File: config.mk
export PLATFORM = sky130hd
export DESIGN_NAME = if_fetch_unit
export DESIGN_NICKNAME = d
export VERILOG_FILES = /design/src/rtl/if_fetch_unit.sv
export SDC_FILE = /design/constraint.sdc
export NUM_CORES = 1
export LEC_CHECK = 0
export CAP_MARGIN = 20
export CORE_ASPECT_RATIO = 0.8
export CORE_MARGIN = 2
export CORE_UTILIZATION = 43
export DETAILED_ROUTE_END_ITERATION = 10
export PLACE_DENSITY = 0.75
export SLEW_MARGIN = 20
export SYNTH_ARGS = -nofsm -noshare
export SYNTH_HDL_FRONTEND = slang
export SYNTH_SLANG_ARGS = --single-unit
File: constraint.sdc
create_clock -name Clk -period 5.5 [get_ports Clk]
set_clock_uncertainty 0.15 [all_clocks]
set_input_delay 1.65 -clock Clk [delete_from_list [all_inputs] [get_ports Clk]]
set_output_delay 1.65 -clock Clk [all_outputs]
set_load 0.01 [all_outputs]
File: src/rtl/if_fetch_unit.sv
// Instruction-fetch stage: owns the program counter, fetches one word per
// PC load over a req/ack memory handshake of arbitrary latency, and holds
// the fetched word valid until CONTROL commands the next load. A sticky
// error flag reports a memory that fails to acknowledge in time.
`timescale 1ns/1ps
module if_fetch_unit #(
    parameter logic [31:0] RESET_PC    = 32'h0000_0000,
    parameter int          ACK_TIMEOUT = 16
) (
    input  logic        Clk,
    input  logic        Reset_n,
    input  logic        Reset,
    input  logic        PC_sel,
    input  logic        PC_LdEn,
    input  logic [31:0] PC_Immed,
    output logic        Imem_req,
    output logic [31:0] Imem_addr,
    input  logic        Imem_ack,
    input  logic [31:0] Imem_rdata,
    output logic [31:0] Instr,
    output logic        Instr_valid,
    output logic [31:0] PC,
    output logic        Fetch_err
);

    // Last count value before the timeout fires; counter is wide enough
    // for the full 2..255 range of ACK_TIMEOUT.
    localparam logic [7:0] CNT_LAST = 8'(ACK_TIMEOUT - 1);

    typedef enum logic [1:0] {
        IDLE  = 2'd0,
        REQ   = 2'd1,
        READY = 2'd2
    } state_t;

    state_t      state;
    state_t      state_next;
    logic [7:0]  ack_cnt;
    logic        capture;
    logic        load;
    logic        timeout_hit;
    logic [31:0] pc_next;

    // Sequential or branch target; all arithmetic wraps modulo 2^32 and the
    // shift drops the top two bits of the word offset.
    function automatic logic [31:0] next_pc(input logic [31:0] pc,
                                            input logic        sel,
                                            input logic [31:0] immed);
        logic [31:0] offset;
        offset = sel ? (immed << 2) : 32'd0;
        return pc + 32'd4 + offset;
    endfunction

    assign pc_next   = next_pc(PC, PC_sel, PC_Immed);
    assign Imem_req  = (state == REQ);
    assign Imem_addr = PC;

    // Next-state decode plus the one-cycle event strobes for the datapath;
    // soft reset overrides every other event in the same cycle.
    always_comb begin
        state_next  = state;
        capture     = 1'b0;
        load        = 1'b0;
        timeout_hit = 1'b0;
        case (state)
            IDLE: begin
                state_next = REQ;
            end
            REQ: begin
                if (Imem_ack) begin
                    capture    = 1'b1;
                    state_next = READY;
                end else if (ack_cnt == CNT_LAST) begin
                    timeout_hit = 1'b1;
                end
            end
            READY: begin
                if (PC_LdEn) begin
                    load       = 1'b1;
                    state_next = REQ;
                end
            end
            default: begin
                state_next = IDLE;
            end
        endcase
        if (Reset) begin
            state_next  = IDLE;
            capture     = 1'b0;
            load        = 1'b0;
            timeout_hit = 1'b0;
        end
    end

    // State register; asynchronous reset lands in IDLE immediately.
    always_ff @(posedge Clk or negedge Reset_n) begin
        if (!Reset_n) begin
            state <= IDLE;
        end else begin
            state <= state_next;
        end
    end

    // PC, fetched word, valid flag, timeout counter and sticky error.
    always_ff @(posedge Clk or negedge Reset_n) begin
        if (!Reset_n) begin
            PC          <= RESET_PC;
            Instr       <= 32'd0;
            Instr_valid <= 1'b0;
            Fetch_err   <= 1'b0;
            ack_cnt     <= 8'd0;
        end else if (Reset) begin
            PC          <= RESET_PC;
            Instr       <= 32'd0;
            Instr_valid <= 1'b0;
            Fetch_err   <= 1'b0;
            ack_cnt     <= 8'd0;
        end else begin
            if (load) begin
                PC          <= pc_next;
                Instr_valid <= 1'b0;
            end
            if (capture) begin
                Instr       <= Imem_rdata;
                Instr_valid <= 1'b1;
            end
            if (state == REQ) begin
                if (capture || timeout_hit) begin
                    ack_cnt <= 8'd0;
                end else begin
                    ack_cnt <= ack_cnt + 8'd1;
                end
            end
            if (timeout_hit) begin
                Fetch_err <= 1'b1;
            end
        end
    end

endmodule

==> Word level (Yosys, flattened, before mapping) <==
Cells that the tools add are included.
{ "word_totals": {"register_bits": 76, "inputBits": 70, "output_inout_bits": 99, "wordCells": 49} }
{ "classes": {"addsub": 3, "n_eq_ne": 5, "mux": 27, "reduce_logical": 8} }
{ "op_table": {"columns": ["op", "count"], "rows": [
  ["32-bit 2-to-1 mux", 5],
  ["32-bit by 3-bit adder with 32-bit output (second input constant)", 1],
  ["32-bit adder", 1],
  ["8-bit 2-to-1 mux", 3],
  ["1-bit 2-to-1 mux", 15],
  ["8-bit by 1-bit adder with 8-bit output (second input constant)", 1],
  ["8-bit by 4-bit equality test with 1-bit output (second input constant)", 1],
  ["2-bit nonzero test", 4],
  ["2-bit 2-to-1 mux", 3],
  ["2-bit one-hot mux with 3 select lines", 1],
  ["3-bit by 2-bit != test with 1-bit output (second input constant)", 1],
  ["3-bit != test (second input constant)", 1],
  ["3-bit nonzero test", 1],
  ["2-bit by 1-bit equality test with 1-bit output (second input constant)", 1],
  ["2-bit equality test (second input constant)", 1],
  ["2-bit zero test", 1],
  ["2-bit AND reduction", 1],
  ["1-bit logical OR", 1]
]} }

==> Longest topological paths before layout <==
Gate-level depths: netlist (run 1).
{ "depth": {"word_depth": 9, "mapped_depth": 15, "mapped_depth_nobuf": 14} }

==> Worst setup path after synthesis (run 1) <==
No wires, ideal clock.
{ "synth_timing": {"kind": "input port to flip-flop", "startpoint": "input port PC_sel", "endpoint": "register PC[31] (netlist: Imem_addr[31])", "setup_time_ps": 128, "t_arrival_ps": 4332, "required_ps": 5222, "setup_slack_ps": 890, "path_stages": 14, "n_path_buf": 3, "path_cell_list": "clkbuf_1 > clkbuf_1 > and2_1 > ha_1 > ha_1 > buf_4 > and3_1 > nand3_1 > o21ai_0 > nor3_1 > o31ai_1 > o221ai_1 > mux2i_1 > mux2_1"} }
{ "synth_between": {"elab_chain_len": 4} }
{ "synth_lines": {"columns": ["item", "line", "rtl"], "rows": [
  ["start: declaration", "13", "input logic PC_sel,"],
  ["32-bit 2-to-1 mux", "50", "offset = sel ? (immed << 2) : 32'd0;"],
  ["32-bit adder", "51", "return pc + 32'd4 + offset;"],
  ["32-bit 2-to-1 mux", "119", "if (load) begin"],
  ["32-bit 2-to-1 mux", "112", "end else if (Reset) begin"],
  ["end signal: assignment", "120", "PC <= pc_next;"],
  ["end: declaration", "22", "output logic [31:0] PC,"]
]} }
No other way between the ends. The select of a mux whose other input is x is not followed.
A chain may end at the register's enable or synchronous reset.

==> Worst setup path in the final report (run 1) <==
Ends and elaborated chain as after synthesis.

==> results.toml, run 1 <==
[yosys]
yosys.area_share.adder_pct = 14.0
synth-edff-count = 0
synth_top_family_by_area = "compound AO/OA/AOI/OAI gates"
synth_cells = 589
synthTopCellsByCount = "dfrtp_1, ha_1, nand2_1"
synth-seq-area-share_pct = 34.8
synth_simple_gate_area_share_pct = 17.6
ys_ff_latch = 74
syn-cell-area_um2 = 5320
synth_compound_area_share_pct = 21.5
ys_async_sr_fraction_pct = 100
synth.distinct_cells = 57
yosysMostFrequentCell = "dfrtp_1"
ys_warn_count = 0
ys_top_cells_by_area = "dfrtp_1, ha_1, a22o_1"
syn_avg_cell_area_um2 = 9.03
ys.flop_type = "dfrtp_1"
synth_xor_area_share_pct = 3.46
yosysTopAreaCellShare_pct = 34.8
synth_top_area_cell = "dfrtp_1"
synthMuxAreaShare_pct = 0.400

[place]
port_buffers = 162
dp_cells = 854
hpwl_um = 10600
routabilityCongestion = 0.921
post_dp_cell_area_um2 = 6850
place_ws_ns = 0.182

[sta]
slew_viol_final = 0
setup_viol = 0
max_freq_ghz = 0.199
fin_crit_sh_pct = 91.2
rsz0062_at_grt = "no"
finalWorstSetupSlack_ns = 0.483
tns_ns = 0
hold_viol = 0
relSlewSlack_pct = 48.3
layout_min_cycle_time_ns = 5.02
worst_pin_slew_ns = 0.773

[cts]
cts_sinks = 74
cts_inserted_buffers = 9
cts_setup_buffers = 0
cts_tree = "built"
clk_pin_slew_worst_paths_ns = 0.06
worst_skew_pair.late_latency_ns = 0.34
cts_max_path_buffers = 2
cts_resized = 0
root_buffer = "clkbuf_16"
cts.hold.buffers_added = 0
h-tree-depth = 3

[routing]
drc = 0
viasPerCell = 5.58
vias = 4857
drtIter0Drc = 304
first_pass_iters = 5
drt_wl_total_um = 14200
drtAntennaViolNets = 0
wl_per_cell_um = 16.3

[setup_path]
r2r_end = "Imem_addr[31]"
cp_common_cell = "ha_1"
endpoint_kind = "flip-flop"
worstSetupPathType = "input port to flip-flop"
cp.arrival_ns = 5.09
cp_data_required_time_ns = 5.57
crit_family = "compound AO/OA/AOI/OAI gates"
critPathSlowestCell = "clkdlybuf4s50_1"
cpPeakStageDelay_ns = 0.50
r2r-start = "Imem_addr[3]"
worstPathMaxFanout = 5
regToRegSetupSlack_ns = 2.05
worstPathCellList = "clkdlybuf4s50_1 -> and2_1 -> ha_1 -> ha_1 -> inv_1 -> fa_1 -> nor2b_1 -> o2111ai_1 -> a21oi_1 -> nor3_1 -> o31ai_1 -> o221ai_1 -> mux2i_1 -> mux2_1"
crit_cells = 14
rr_worst_depth = 12
critPathLaunchType = "input port"
critPathBufInv = 2

[finish]
fin_cells = 871
drive_gt1_share_pct = 5.42
fin_nets = 843
seqCellArea_um2 = 1850
multi_input_area_um2 = 3060
antenna_cells = 0
finish.utilization_pct = 59.7
stdcell_area_um2 = 7230
fill_cells = 1026
area_growth_pct = 36.0

[die]
start_util_pct = 43.9
die-area_um2 = 13300
rows = 36
core_area_um2 = 12100
die_h_um = 103
die_w_um = 128
io_pins = 169

[worst_hold_path]
hold_class = "flip-flop to flip-flop"
hold_depth = 1
hold_path.startpoint = "Instr_valid"
hold_path_end = "Instr_valid"

[global_routing]
grt-ovfl-total = 0
grtUsageTotal_pct = 21.4
grt_first_pass_wirelength_um = 22600
grt_max_degree = 75
antenna_found_initial = 0
grt_pass1_vias = 4579

[power]
p_leak_nw = 3.27
powerDensity_nw_per_um2 = 207
ir_drop_mv = 0.146

[status]
status = "completed"

[job]
maxCapViolCount = 0
## cell type report
cell class | instances | area share [%]
clock buffer | 10 | 3.30
clock inverter | 6 | 1.56
inverter | 15 | 0.779
multi-input combinational | 441 | 42.3
sequential | 74 | 25.6
tap | 152 | 2.63
timing repair buffer | 173 | 23.8
## per-stage QoR
stage / hold slack [ns] / power, W
2_1_floorplan: 0.315 / 0.000688
6_report: 0.337 / 0.00150
5_1_grt: 0.347 / 0.00155
3_3_place_gp: 0.314 / 0.000800
3_5_place_dp: 0.326 / 0.000806
4_1_cts: 0.340 / 0.00151
## flip-flops by register name, summed over array words and instances, names as in the netlist
| register | count |
|---|---|
| Fetch_err | 1 |
| Imem_addr | 30 |
| Instr | 32 |
| Instr_valid | 1 |
| ack_cnt | 8 |
| state | 2 |
## kinds of logic (layout without fill, tap and decap cells)
| logic type | after synthesis | after routing |
|---|---|---|
| flip-flops | 74 | 74 |
| multiplexers | 2 | 2 |
| XOR/XNOR | 21 | 21 |
| AND/OR/NAND/NOR | 184 | 184 |
| adder cells (fa/ha/maj) | 59 | 59 |
| other | 1 | 4 |
| buffers and inverters | 77 | 204 |
| AO/OA/AOI/OAI | 171 | 171 |
## power breakdown
group          switching, W  internal [W]  total [W]
Sequential        0.0000116      0.000560   0.000572
Clock              0.000239      0.000457   0.000696
Combinational      0.000108      0.000119   0.000227
Total              0.000359       0.00114    0.00150
## worst max-delay path by stage
stage	to	from	slack, ns
finish	Imem_addr[31]	PC_sel	0.48
global route	Imem_addr[30]	PC_sel	0.23
global placement	Imem_addr[31]	PC_sel	0.25
detailed placement	Imem_addr[31]	PC_sel	0.18
CTS	Imem_addr[31]	PC_sel	0.51
floorplan	Imem_addr[31]	PC_sel	0.89
## worst reg2reg max path: stages (launching register included)
cell       delay [ns]
dfrtp_1          0.42
ha_1             0.30
ha_1             0.16
inv_1            0.05
fa_1             0.39
nor2b_1          0.20
o2111ai_1        0.20
a21oi_1          0.22
nor3_1           0.12
o31ai_1          0.42
o221ai_1         0.20
mux2i_1          0.19
mux2_1           0.33
## cells in the final DEF, fill, tap and decap left out, types with 4 or more instances in the layout
| master | count |
|---|---|
| inv_1 | 15 |
| nor3_1 | 6 |
| nand3_1 | 13 |
| a22o_1 | 34 |
| xor2_1 | 7 |
| a31oi_1 | 6 |
| dfrtp_1 | 74 |
| a21o_1 | 9 |
| and2_1 | 30 |
| buf_4 | 11 |
| a211oi_1 | 8 |
| and3_1 | 6 |
| nand4_1 | 4 |
| conb_1 | 4 |
| nand2_1 | 57 |
| clkbuf_16 | 9 |
| o21ai_0 | 35 |
| a21oi_1 | 47 |
| o21bai_1 | 4 |
| clkdlybuf4s50_1 | 161 |
| ha_1 | 58 |
| nor2_1 | 32 |
| xnor2_1 | 14 |
| nor2b_1 | 7 |
| nand2b_1 | 7 |
## per-layer routing
metal	track usage [%]	wire length, um	share of wire, %
met1	29.6	6410	45
met2	34.0	6830	48
met3	4.78	810	5.7
met4	5.92	178	1.3
met5	0	0	0
No activity file was read; power rests on OpenSTA's default activity.
==> inputs of run 2 (changes only) <==
Settings changed: ABC_AREA set to 1, PLACE_DENSITY 0.75 to 0.73.
==> run 2 against run 1 <==
Net effect: total power down 1.3%; sequential power up 3%; fmax up 12%; non-clock buffer count down 6; highest routed layer unchanged.
==> results.toml, run 2 <==
[status]
status = "completed"

[routing]
wl_per_cell_um = 13.1
drtAntennaViolNets = 0
drt_wl_total_um = 15900
drtIter0Drc = 289
drc = 0
vias = 5736
viasPerCell = 4.72
first_pass_iters = 5

[yosys]
yosysMostFrequentCell = "nand2_1"
synth_top_area_cell = "dfrtp_1"
ys_warn_count = 0
synth-seq-area-share_pct = 30.6
syn_avg_cell_area_um2 = 6.72
synth.distinct_cells = 34
ys.flop_type = "dfrtp_1"
syn-cell-area_um2 = 6050
ys_top_cells_by_area = "dfrtp_1, nand2_1, ha_1"
ys_ff_latch = 74
yosysTopAreaCellShare_pct = 30.6
ys_async_sr_fraction_pct = 100
synth-edff-count = 0
synthTopCellsByCount = "nand2_1, inv_1, dfrtp_1"
synth_cells = 900

[finish]
largest_register_ffs = 32
fill_cells = 1320
fin_nets = 1159
mostFrequentLayoutCells = "nand2_1, inv_1, clkdlybuf4s50_1"
regMostFlops = "Instr"
final_common_cell = "nand2_1"
antenna_cells = 0
drive_gt1_share_pct = 5.70
area_growth_pct = 30.9

[setup_path]
cp.arrival_ns = 4.54
worstPathMaxFanout = 18
cp_data_required_time_ns = 5.58
worstSetupPathType = "input port to flip-flop"
critPathLaunchType = "input port"
endpoint_kind = "flip-flop"

[cts]
cts_resized = 0
cts_sinks = 74
worst_skew_pair.late_latency_ns = 0.34
cts_max_path_buffers = 2
clk_pin_slew_worst_paths_ns = 0.06
root_buffer = "clkbuf_16"
cts_setup_buffers = 0
h-tree-depth = 3
cts_tree = "built"
cts.hold.buffers_added = 0
cts_inserted_buffers = 9

[sta]
setup_viol = 0
fin_crit_sh_pct = 81.2
tns_ns = 0
relSlewSlack_pct = 37.1
finalWorstSetupSlack_ns = 1.04
hold_viol = 0
hold_ws_ns = 0.331
slew_viol_final = 0
rsz0062_at_grt = "no"
worst_pin_slew_ns = 0.943
layout_min_cycle_time_ns = 4.46
max_freq_ghz = 0.224

[die]
die_w_um = 137
die-area_um2 = 15000
core_area_um2 = 13600
die_h_um = 110
rows = 38
io_pins = 169
start_util_pct = 44.3

[job]
maxCapViolCount = 0

[worst_hold_path]
hold_class = "flip-flop to flip-flop"

[global_routing]
antenna_found_initial = 0
grt_max_degree = 75
grtUsageTotal_pct = 22.3
grt_first_pass_wirelength_um = 26100
grt_pass1_vias = 5376
grt-ovfl-total = 0

[power]
p_switching_w = 0.000413
ir_drop_mv = 0.184
power_frac_clock_pct = 41.4
power_frac_seq_pct = 40.1
p_comb_share_pct = 18.5
switching_share_pct = 28.0
p_int_w = 0.00106
powerDensity_nw_per_um2 = 186
p_leak_nw = 4.30

[place]
hpwl_um = 12100
port_buffers = 162
place_ws_ns = 0.669
routabilityCongestion = 0.909
==> run 2: changes by cell type after synthesis, moves of 13 or more <==
cell and change:
clkbuf_1 -13, a22o_1 -33, inv_1 +158, nand2_1 +234, a21oi_1 -25, nand3_1 +51, and2_1 -29
==> run 2: critical path, cell delays in order <==
cell and delay (ns):
clkdlybuf4s50_1 0.77, buf_4 0.32, nand2_1 0.07, inv_1 0.08, ha_1 0.23, ha_1 0.38
nand2_1 0.16, inv_1 0.07, nand2_1 0.07, nand2_1 0.08, nand2_1 0.07, nand2_1 0.07
a21oi_1 0.25, nand3_1 0.12, nand3_1 0.10, nand2_1 0.06
==> run 2: path summary, 6_finish.rpt <==
kind / startpoint / endpoint / slack, ns / cells past startpoint
setup / recovery: PC_sel / Imem_addr[30] / 1.04 / 16
hold / removal: Instr_valid / Instr_valid / 0.33 / 2
setup reg to reg: Imem_addr[3] / Imem_addr[23] / 2.83 / 14
hold reg to reg: Instr_valid / Instr_valid / 0.33 / 2
max in group asynchronous: Reset_n / Imem_addr[28] / 3.28 / 1
min in group asynchronous: Reset_n / Imem_addr[6] / 1.28 / 1
==> run 2: layout make-up <==
type	instances	area, um2	share of cell area, %
Inverter	177	664	8.39
Tap cell	180	225	2.84
Timing Repair Buffer	167	1660	20.9
Clock inverter	7	76.3	0.964
Clock buffer	9	225	2.84
Multi-Input combinational cell	601	3220	40.6
Sequential cell	74	1850	23.4
==> run 2: cell families after synthesis <==
logic type	Yosys count	synth area share, %
AND/OR/NAND/NOR	437	30.9
buffers and inverters	228	16.4
AO/OA/AOI/OAI	90	8.11
flip-flops	74	30.6
adder cells (fa/ha/maj)	59	12.3
XOR/XNOR	11	1.59
other	1	0.0620
==> run 2: through the flow <==
step	cell area, um2	power [W]	util (%)	cells
after floorplan	6060	0.000730	-	903
after global placement	7620	0.000873	55.8	1199
after detailed placement	7620	0.000875	55.8	1199
after CTS	7920	0.00149	58.0	1215
after global routing	7920	0.00155	58.0	1215
final	7920	0.00147	58.0	1215
==> run 2: metal layers <==
metal	wire (um)	track usage, %	vias up
li1	-	-	2992
met1	7420	30.1	2566
met2	6890	34.4	166
met3	1400	7.96	12
met4	176	5.13	0
met5	0	0	-
==> run 2: power by group through the flow <==
stage / clock (W) / sequential (W) / combinational (W)
4_1_cts: 0.000624 / 0.000591 / 0.000277
6_report: 0.000611 / 0.000591 / 0.000273
3_3_place_gp: 0 / 0.000600 / 0.000273
3_5_place_dp: 0 / 0.000599 / 0.000276
5_1_grt: 0.000648 / 0.000595 / 0.000306
2_1_floorplan: 0 / 0.000611 / 0.000119
